<file path="src/rtl/xlr8_clken_gen.sv">
// Microsecond base-tick prescaler feeding NUM_CH programmable enable-pulse channels.
// CTRL (channel run bits), STAT (W1C pulse flags) and DIV[n] live on the data-memory bus.
module xlr8_clken_gen #(
   parameter int         NUM_CH    = 4,
   parameter int         CLK_DIV1M = 16,
   parameter logic [7:0] BASE_ADDR = 8'hE0,
   parameter logic [7:0] DIV_RST   = 8'h00
) (
   input  logic              clk,
   input  logic              rst,
   input  logic [7:0]        ramadr,
   input  logic              dm_sel,
   input  logic              ramre,
   input  logic              ramwe,
   input  logic [7:0]        dbus_in,
   output logic [7:0]        dbus_out,
   output logic              io_out_en,
   output logic              tick_1us,
   output logic [NUM_CH-1:0] en_out
);

   localparam logic [7:0] PRESC_MAX = 8'(CLK_DIV1M - 1);
   localparam logic [7:0] CTRL_ADDR = BASE_ADDR;
   localparam logic [7:0] STAT_ADDR = BASE_ADDR + 8'd1;

   function automatic logic [7:0] div_addr(input int ch);
      return BASE_ADDR + 8'd2 + 8'(ch);
   endfunction

   logic [7:0]        presc_r;
   logic              tick_r;
   logic [NUM_CH-1:0] ctrl_r;
   logic [NUM_CH-1:0] stat_r;
   logic [NUM_CH-1:0] en_r;
   logic [7:0]        div_r [NUM_CH];
   logic [7:0]        cnt_r [NUM_CH];

   logic              ctrl_sel_s;
   logic              stat_sel_s;
   logic [NUM_CH-1:0] div_sel_s;
   logic              any_sel_s;
   logic              ctrl_we_s;
   logic              stat_we_s;
   logic [NUM_CH-1:0] div_we_s;
   logic [NUM_CH-1:0] stat_clr_s;
   logic [7:0]        rdata_s;

   // Address decode, write strobes and OR-combined read mux.
   always_comb begin
      ctrl_sel_s = dm_sel && (ramadr == CTRL_ADDR);
      stat_sel_s = dm_sel && (ramadr == STAT_ADDR);
      div_sel_s  = {NUM_CH{1'b0}};
      for (int n = 0; n < NUM_CH; n++) begin
         div_sel_s[n] = dm_sel && (ramadr == div_addr(n));
      end
      any_sel_s  = ctrl_sel_s || stat_sel_s || (|div_sel_s);
      ctrl_we_s  = ctrl_sel_s && ramwe;
      stat_we_s  = stat_sel_s && ramwe;
      div_we_s   = div_sel_s & {NUM_CH{ramwe}};
      stat_clr_s = stat_we_s ? dbus_in[NUM_CH-1:0] : {NUM_CH{1'b0}};
      rdata_s    = ({8{ctrl_sel_s}} & 8'(ctrl_r)) | ({8{stat_sel_s}} & 8'(stat_r));
      for (int n = 0; n < NUM_CH; n++) begin
         rdata_s = rdata_s | ({8{div_sel_s[n]}} & div_r[n]);
      end
   end

   assign dbus_out  = rdata_s;
   assign io_out_en = any_sel_s && ramre;
   assign tick_1us  = tick_r;
   assign en_out    = en_r;

   // Base prescaler: tick_r is high for the cycle after the counter reads 0.
   always_ff @(posedge clk) begin
      if (rst) begin
         presc_r <= PRESC_MAX;
         tick_r  <= 1'b0;
      end else if (presc_r == 8'd0) begin
         presc_r <= PRESC_MAX;
         tick_r  <= 1'b1;
      end else begin
         presc_r <= presc_r - 8'd1;
         tick_r  <= 1'b0;
      end
   end

   // Software-visible registers; a pulse setting STAT beats a same-cycle clear.
   always_ff @(posedge clk) begin
      if (rst) begin
         ctrl_r <= {NUM_CH{1'b0}};
         stat_r <= {NUM_CH{1'b0}};
         for (int n = 0; n < NUM_CH; n++) begin
            div_r[n] <= DIV_RST;
         end
      end else begin
         if (ctrl_we_s) begin
            ctrl_r <= dbus_in[NUM_CH-1:0];
         end
         stat_r <= (stat_r & ~stat_clr_s) | en_r;
         for (int n = 0; n < NUM_CH; n++) begin
            if (div_we_s[n]) begin
               div_r[n] <= dbus_in;
            end
         end
      end
   end

   // Per-channel down-counters; uses registered CTRL so a same-cycle disable still honours the tick.
   always_ff @(posedge clk) begin
      if (rst) begin
         en_r <= {NUM_CH{1'b0}};
         for (int n = 0; n < NUM_CH; n++) begin
            cnt_r[n] <= 8'h00;
         end
      end else begin
         for (int n = 0; n < NUM_CH; n++) begin
            if (!ctrl_r[n]) begin
               cnt_r[n] <= 8'h00;
               en_r[n]  <= 1'b0;
            end else if (tick_r) begin
               if (cnt_r[n] == 8'h00) begin
                  cnt_r[n] <= div_r[n];
                  en_r[n]  <= 1'b1;
               end else begin
                  cnt_r[n] <= cnt_r[n] - 8'h01;
                  en_r[n]  <= 1'b0;
               end
            end else begin
               en_r[n] <= 1'b0;
            end
         end
      end
   end

endmodule
</file>
<file path="config.mk">
export PLATFORM = sky130hd
export DESIGN_NAME = xlr8_clken_gen
export DESIGN_NICKNAME = d
export VERILOG_FILES = /design/src/rtl/xlr8_clken_gen.sv
export SDC_FILE = /design/constraint.sdc
export NUM_CORES = 1
export LEC_CHECK = 0
export BUFFER_PORTS_ARGS = -buffer_cell sky130_fd_sc_hd__buf_2
export CORE_UTILIZATION = 50
export DETAILED_ROUTE_END_ITERATION = 6
export GPL_TIMING_DRIVEN = 0
export HOLD_SLACK_MARGIN = 0.1
export PLACE_DENSITY = 0.73
export RECOVER_POWER = 50
export SLEW_MARGIN = 20
export SYNTH_ARGS = -nofsm -noshare
export SYNTH_HDL_FRONTEND = slang
export SYNTH_SLANG_ARGS = --single-unit
</file>
<file path="constraint.sdc">
create_clock -name clk -period 2.5 [get_ports clk]
set_input_delay 0.5 -clock clk [delete_from_list [all_inputs] [get_ports clk]]
set_output_delay 0.5 -clock clk [all_outputs]
set_load 0.02 [all_outputs]
</file>
* Word-level counts from Yosys, hierarchy flattened
Memories as Yosys holds them, arrays and structs flattened.
Cells that the tools add are included.
** Operators by class
- Mux-type cells :: 84
- Add/subtract/negate cells :: 5
- Eq/ne operators :: 6
- Reduce and logical (&&, ||, !) cells :: 18
- Bitwise gates (word level) :: 31
** Operators with widths (count)
- $mux 8 :: 16
- $mux 1 :: 67
- $eq 8x8->1 const B :: 6
- $logic_not 8->1 :: 5
- $or 8x8->8 :: 5
- $sub 8x1->8 const B :: 5
- $and 8x8->8 :: 4
- $and 8x4->8 :: 2
- $or 1x1->1 :: 16
- $logic_and 1x1->1 :: 9
- $and 4x4->4 :: 2
- $mux 4 :: 1
- $not 4->4 :: 1
- $or 4x4->4 :: 1
- $reduce_or 4->1 :: 1
- $logic_or 1x1->1 :: 2
- $reduce_or 2->1 :: 1
** Storage, ports and cells
- Memories :: 2
- Input bits :: 21
- Logic and storage cells :: 151
- Register bits :: 21
- RAM bits :: 64
** Memory list
- cnt_r :: words 4, bits a word 8, read ports 4, clocked after memory_dff 0, write ports 4, line 36 : logic [7:0] cnt_r [NUM_CH];
- div_r :: words 4, bits a word 8, read ports 4, clocked after memory_dff 0, write ports 4, line 35 : logic [7:0] div_r [NUM_CH];

* Depth between registers and ports, before layout
Gate-level depths: netlist of the first run.
- Depth in word-level cells :: 8
- Gate-level depth with buffers :: 7
- Mapped depth without buffers :: 6

* Worst setup path before layout of the first run
OpenSTA, ideal clock, no wires.
- Path type :: input-to-output
- Start :: in ramadr[2]
- End :: out dbus_out[1]
- Cell stages on the path :: 6
- Arrival time :: 1.642 ns
- Data required time :: 2.000 ns
- Buffers on the path :: 2
- Path slack :: 0.358 ns
- Path through :: clkbuf_1 > nand2b_1 > nand4bb_1 > clkbuf_1 > o22ai_1 > a41o_1
** On the way
- Cells in the longest elaborated chain, start to end :: 8
- Elaborated cells between the ends (all ways) :: 23
** Ends and longest elaborated chain
- start, declared :: line 11 : input logic [7:0] ramadr,
- $eq 8x8->1 (on tied branches) :: line 50, 51
- $logic_and 1x1->1 (on tied branches) :: line 50, 51
- $and 8x4->8 :: line 61 : rdata_s = ({8{ctrl_sel_s}} & 8'(ctrl_r)) | ({8{stat_sel_s}} & 8'(stat_r));
- $or 8x8->8 :: line 61
- $or 8x8->8 (3 in a row) :: line 63 : rdata_s = rdata_s | ({8{div_sel_s[n]}} & div_r[n]);
- $or 8x8->8 (*) :: line 63
- end, declared :: line 16 : output logic [7:0] dbus_out,
Every way passes the cells marked *; elsewhere a longest branch is shown, timed or not.

* Worst setup path in the final report of the first run
- Start :: in ramadr[2]
- End :: out dbus_out[3]
The elaborated chain is that of the path after synthesis.

==> results.sh, run 1 <==
export IMPL_synth_seq_area_share_pct=54.4
export IMPL_slew_viol_final=0
export IMPL_grt_total_usage_pct=23.5
export IMPL_clk_path_buf_depth=2
export IMPL_worstSetupPathType="in2out"
export IMPL_rr_worst_depth=5
export IMPL_drive_gt1_share_pct=14.3
export IMPL_first_pass_iters=4
export IMPL_cts_made_buffers=9
export IMPL_cap_violations=0
export IMPL_design_core_area_mm2=0.00826
export IMPL_hold_path_end="presc_r[0]"
export IMPL_grt_max_degree=15
export IMPL_post_route_util_pct=58.3
export IMPL_setup_slack_ns=0.0879
export IMPL_ant_nets=0
export IMPL_vias=3121
export IMPL_synth_cell_types=47
export IMPL_dp_hpwl_um=6950
export IMPL_hp_class="reg2reg"
export IMPL_setup_viol=0
export IMPL_io_pin_count=35
export IMPL_dieArea_mm2=0.00899
export IMPL_clk_latency_ns=0.36
export IMPL_grt_pass1_wl_um=15400
export IMPL_core_rowCount=33
export IMPL_synth_largest_area_cell="edfxtp_1"
export IMPL_cts_setup_buffers=0
export IMPL_min_from="presc_r[0]"
export IMPL_drt_iter0_drc=214
export IMPL_grt_ovfl_total=0
export IMPL_die_h_um=94.8
export IMPL_antenna_found_initial=0
export IMPL_detail_route_wl_per_cell_um=17.8
export IMPL_worstPathRequired_ns=2.00
export IMPL_critPathBufInv=2
export IMPL_synth_most_common_cell="edfxtp_1"
export IMPL_cts_tree="built"
export IMPL_io_buffers=33
export IMPL_rsz0062_at_grt="no"
export IMPL_ctsHoldBuffers=0
export IMPL_fmax_ghz=0.415
export IMPL_tightestPinTransition_ns=1.16
export IMPL_min_period_ns=2.41
export IMPL_dpl_worst_slack_ns=0.00225
export IMPL_syn2layout_area_growth_pct=11.7
export IMPL_hold_slack_ns=0.408
export IMPL_rr_endpoint="cnt_r[0][1]"
export IMPL_initial_utilization_pct=52.2
export IMPL_grt_pass1_vias=2990
export IMPL_arrival_ns=1.91
export IMPL_power_density_mw_per_mm2=583
export IMPL_final_nets=457
export IMPL_wirelength_um=9650
export IMPL_syn_area_per_cell_um2=11.1
export IMPL_drc=0
export IMPL_ys_ff_latch=85
export IMPL_hold_violations=0
export IMPL_r2r_slack_ns=0.27
export IMPL_r2r_start="cnt_r[0][3]"
export IMPL_slew_headroom_pct=21.9
export IMPL_cp_end_kind="output pin"
export IMPL_tns_ns=0
export IMPL_syn_nets=414
export IMPL_leakage_nw=1.92
export IMPL_start_kind="primary input"
export IMPL_netlist_area_mm2=0.00431
export IMPL_ir_drop_mv=0.347
export IMPL_routed_via_density=5.77
export IMPL_status="completed"
export IMPL_cp_slowest_cell="nand4bb_2"
export IMPL_synth_main_ff_cell="edfxtp_1"
export IMPL_finClkSkew_ns=0.0103
export IMPL_cts_sinks=85
export IMPL_cp_cell_sequence="clkbuf_1, nand2b_1, nand4bb_2, o2bb2ai_1, buf_2"
export IMPL_place_congestion=0.819
export IMPL_yosysWarnings=0
export IMPL_cpLargestDelayFamily="simple AND/OR/NAND/NOR gates"
export IMPL_synth_edf_count=64
export IMPL_max_stage_delay_ns=0.45
export IMPL_cts_max_level=3
export IMPL_ys_top_cells_by_area="edfxtp_1 45%, dfxtp_1 9.8%, nor2_1 4.4%, and2_1 4.2%, mux2i_1 4.0%"
export IMPL_fin_crit_sh_pct=96.5
export IMPL_fp_dieW_um=94.8
export IMPL_crit_path_max_fanout=10
export IMPL_cts_root_buffer="clkbuf_8"
export IMPL_async_reset_ff_share_pct=0
export IMPL_whs_path_depth=1
export IMPL_postSynthCellCount=387
export IMPL_netlist_area_leader_share_pct=44.6
export IMPL_clkTransAtPathRegs_ns=0.08
export IMPL_synthTopCellsByCount="64 x edfxtp_1, 51 x nor2_1, 29 x and2_1"
-- where the power goes --
group / internal, mW / switching [mW]
clock: 0.585 / 0.520
combinational: 0.0547 / 0.0883
sequential: 1.54 / 0.0232
total: 2.17 / 0.632
-- worst register-to-register path: stages, from the launching register on --
cell,delay [ns]
edfxtp_1,0.47
or4_1,0.58
or3_4,0.35
clkbuf_1,0.27
nor2_1,0.24
a211oi_2,0.07
-- kinds of logic after synthesis --
family	synth area share (%)
AND/OR/NAND/NOR	19.4
flip-flops	54.4
AO/OA/AOI/OAI	11.0
buffers and inverters	2.96
multiplexers	6.83
XOR/XNOR	3.66
adder cells (fa/ha/maj)	1.74
-- what timing repair did --
item / CTS / global route
setup endpoints to repair: 1 / 4
resized for setup: 1 / 4
cloned: 0 / 0
pin swaps: 0 / 0
-- per-layer routing --
metal | track usage, % | routed length (µm)
met1 | 33.6 | 4450
met3 | 3.62 | 554
met2 | 35.6 | 4440
met5 | 0 | 0
met4 | 9.60 | 202
-- flip-flops by register name (all words and copies together), names as in the netlist --
signal	flops
en_out	4
ctrl_r	4
div_r	32
cnt_r	32
presc_r	8
stat_r	4
tick_1us	1
-- cells in the final DEF, fill, tap and decap left out, types with 11 or more instances in the layout --
master / count
dfxtp_1: 21
edfxtp_1: 64
and2_1: 20
clkbuf_1: 15
a21oi_1: 16
nor2_1: 50
nor3_1: 11
inv_1: 19
buf_2: 28
mux2i_1: 17
nand2_1: 28
-- cell type report --
class / count / area, µm²
Inverter: 19 / 71.3
Tap cell: 105 / 131
Multi-Input combinational cell: 271 / 1830
Fill cell: 713 / 3450
Timing Repair Buffer: 33 / 156
Antenna cell: 1 / 2.50
Buffer: 11 / 48.8
Clock buffer: 12 / 178
Sequential cell: 85 / 2340
Clock inverter: 4 / 50.0
-- through the flow --
| step | cells | area (µm²) | power, mW |
|---|---|---|---|
| final | 541 | 4810 | 2.81 |
| after global routing | 540 | 4810 | 2.88 |
| after CTS | 540 | 4830 | 2.81 |
| after detailed placement | 525 | 4600 | 1.73 |
| after global placement | 525 | 4600 | 1.73 |
| after floorplan | 387 | 4310 | 1.67 |
-- worst max path at each step --
stage / slack, ns / start / cells past startpoint / endpoint
after floorplan: 0.36 / ramadr[2] / 6 / dbus_out[1]
after global placement: 0.02 / ramadr[2] / 7 / dbus_out[1]
after detailed placement: 0.002 / ramadr[2] / 7 / dbus_out[1]
after CTS: 0.10 / ramadr[0] / 6 / dbus_out[5]
after global routing: 0.02 / ramadr[2] / 5 / dbus_out[3]
final: 0.09 / ramadr[2] / 5 / dbus_out[3]
Note: power is estimated with default switching activity, not from simulation.
==> run 2, diff against run 1 <==
--- a/config.mk
+++ b/config.mk
@@ -6,11 +6,11 @@
 export NUM_CORES = 1
 export LEC_CHECK = 0
 export BUFFER_PORTS_ARGS = -buffer_cell sky130_fd_sc_hd__buf_2
-export CORE_UTILIZATION = 50
+export CORE_UTILIZATION = 58
 export DETAILED_ROUTE_END_ITERATION = 6
 export GPL_TIMING_DRIVEN = 0
 export HOLD_SLACK_MARGIN = 0.1
-export PLACE_DENSITY = 0.73
+export PLACE_DENSITY = 0.83
 export RECOVER_POWER = 50
 export SLEW_MARGIN = 20
 export SYNTH_ARGS = -nofsm -noshare
==> results.sh, run 2 (synthesis results as in run 1) <==
export IMPL_setup_viol=0
export IMPL_clkTransAtPathRegs_ns=0.08
export IMPL_dp_hpwl_um=6960
export IMPL_grt_ovfl_total=0
export IMPL_crit_path_max_fanout=10
export IMPL_cts_setup_buffers=0
export IMPL_die_h_um=88.2
export IMPL_design_core_area_mm2=0.00721
export IMPL_hold_violations=0
export IMPL_worstPathRequired_ns=2.00
export IMPL_hp_class="reg2reg"
export IMPL_rr_worst_depth=5
export IMPL_drc=2
export IMPL_violations="design-rule violations"
export IMPL_initial_utilization_pct=59.7
export IMPL_dp_cells=519
export IMPL_biggestRegsByFlops="cnt_r: 32 flops, div_r: 32 flops, presc_r: 8 flops"
export IMPL_start_kind="primary input"
export IMPL_first_pass_iters=7
export IMPL_r2r_slack_ns=0.21
export IMPL_grt_pass1_vias=2942
export IMPL_final_nets=457
export IMPL_clk_latency_ns=0.35
export IMPL_min_from="presc_r[0]"
export IMPL_slew_viol_final=0
export IMPL_routed_via_density=6.00
export IMPL_ir_drop_mv=0.370
export IMPL_drt_iter0_drc=238
export IMPL_vias=3204
export IMPL_final_cells=534
export IMPL_antenna_found_initial=0
export IMPL_grt_max_degree=15
export IMPL_r2r_start="cnt_r[2][3]"
export IMPL_cts_root_buffer="clkbuf_8"
export IMPL_ant_nets=0
export IMPL_rr_endpoint="cnt_r[2][0]"
export IMPL_cp_end_kind="output pin"
export IMPL_syn2layout_area_growth_pct=11.0
export IMPL_most_common_layout_cells="64 x edfxtp_1, 51 x nor2_1, 28 x buf_2, 28 x nand2_1, 21 x dfxtp_1"
export IMPL_dieArea_mm2=0.00777
export IMPL_fmax_ghz=0.411
export IMPL_leakage_nw=1.91
export IMPL_met3_usage_pct=3.30
export IMPL_antenna_cells=0
export IMPL_rsz0062_at_grt="no"
export IMPL_core_rowCount=31
export IMPL_slew_headroom_pct=28.0
export IMPL_status="finished with violations"
export IMPL_min_period_ns=2.43
export IMPL_grt_total_usage_pct=25.8
export IMPL_finClkSkew_ns=0.00611
export IMPL_cap_violations=0
export IMPL_grt_busiest_layer="met2"
export IMPL_worstSetupPathType="in2out"
export IMPL_hold_slack_ns=0.404
export IMPL_drive_gt1_share_pct=13.6
export IMPL_use_met2_pct=40.1
export IMPL_fp_dieW_um=88.2
export IMPL_use_met1_pct=35.7
export IMPL_cts_max_level=3
export IMPL_power_mw=2.74
export IMPL_layout_commonest_cell="edfxtp_1"
export IMPL_cts_tree="built"
export IMPL_tightestPinTransition_ns=1.07
export IMPL_tns_ns=0
export IMPL_cts_made_buffers=9
export IMPL_wirelength_um=9540
export IMPL_arrival_ns=1.93
export IMPL_grt_pass1_wl_um=14500
export IMPL_hold_path_end="presc_r[0]"
export IMPL_whs_path_depth=1
export IMPL_power_density_mw_per_mm2=573
export IMPL_detail_route_wl_per_cell_um=17.9
export IMPL_place_congestion=0.873
export IMPL_io_buffers=33
export IMPL_fin_crit_sh_pct=97.3
export IMPL_cts_sinks=85
export IMPL_io_pin_count=35
export IMPL_clk_path_buf_depth=2
## run 2: worst max-delay path by stage
stage / depth (start not counted) / start / endpoint
5_1_grt: 6 / ramadr[0] / dbus_out[4]
3_5_place_dp: 7 / ramadr[2] / dbus_out[1]
6_report: 6 / ramadr[0] / dbus_out[4]
3_3_place_gp: 7 / ramadr[2] / dbus_out[1]
2_1_floorplan: 6 / ramadr[2] / dbus_out[1]
4_1_cts: 6 / ramadr[0] / dbus_out[4]
## run 2: layer usage
layer  part of all wire (%)  vias to the layer above
met5                      0                        -
met4                    2.9                        0
met3                    7.2                       28
met2                     47                      145
met1                     43                     1514
li1                       -                     1517
## run 2: final cells by class
cell class,count,area (µm²)
sequential,85,2340
clock buffer,12,165
tap,99,124
multi-input combinational,271,1820
timing repair buffer,33,156
inverter,19,71.3
clock inverter,4,53.8
buffer,11,43.8
fill,562,2430
## run 2: worst max-delay path, stage by stage
cell	delay, ns
buf_2	0.12
buf_2	0.29
buf_2	0.36
mux2i_1	0.32
o22ai_1	0.13
buf_2	0.19
## run 2: metrics by stage
stage               cell area, µm²  worst slack [ns]  utilization (%)
global placement              4600            0.0407             63.7
floorplan                     4310             0.358                -
finish                        4780            0.0679             66.3
global route                  4780           0.00889             66.3
detailed placement            4600           -0.0314             63.7
CTS                           4820             0.107             66.8
## run 2: what timing repair did
| action | 4_1_cts | 5_1_grt |
|---|---|---|
| setup endpoints to repair | 1 | 0 |
| resized for setup | 1 | 0 |
| hold buffers | 0 | 0 |
| hold endpoints to repair | 0 | 0 |
## run 2: report_power, final
group | leakage (nW) | internal, mW | switching, mW
sequential | 0.868 | 1.54 | 0.0239
clock | 0.113 | 0.548 | 0.494
combinational | 0.927 | 0.0541 | 0.0854
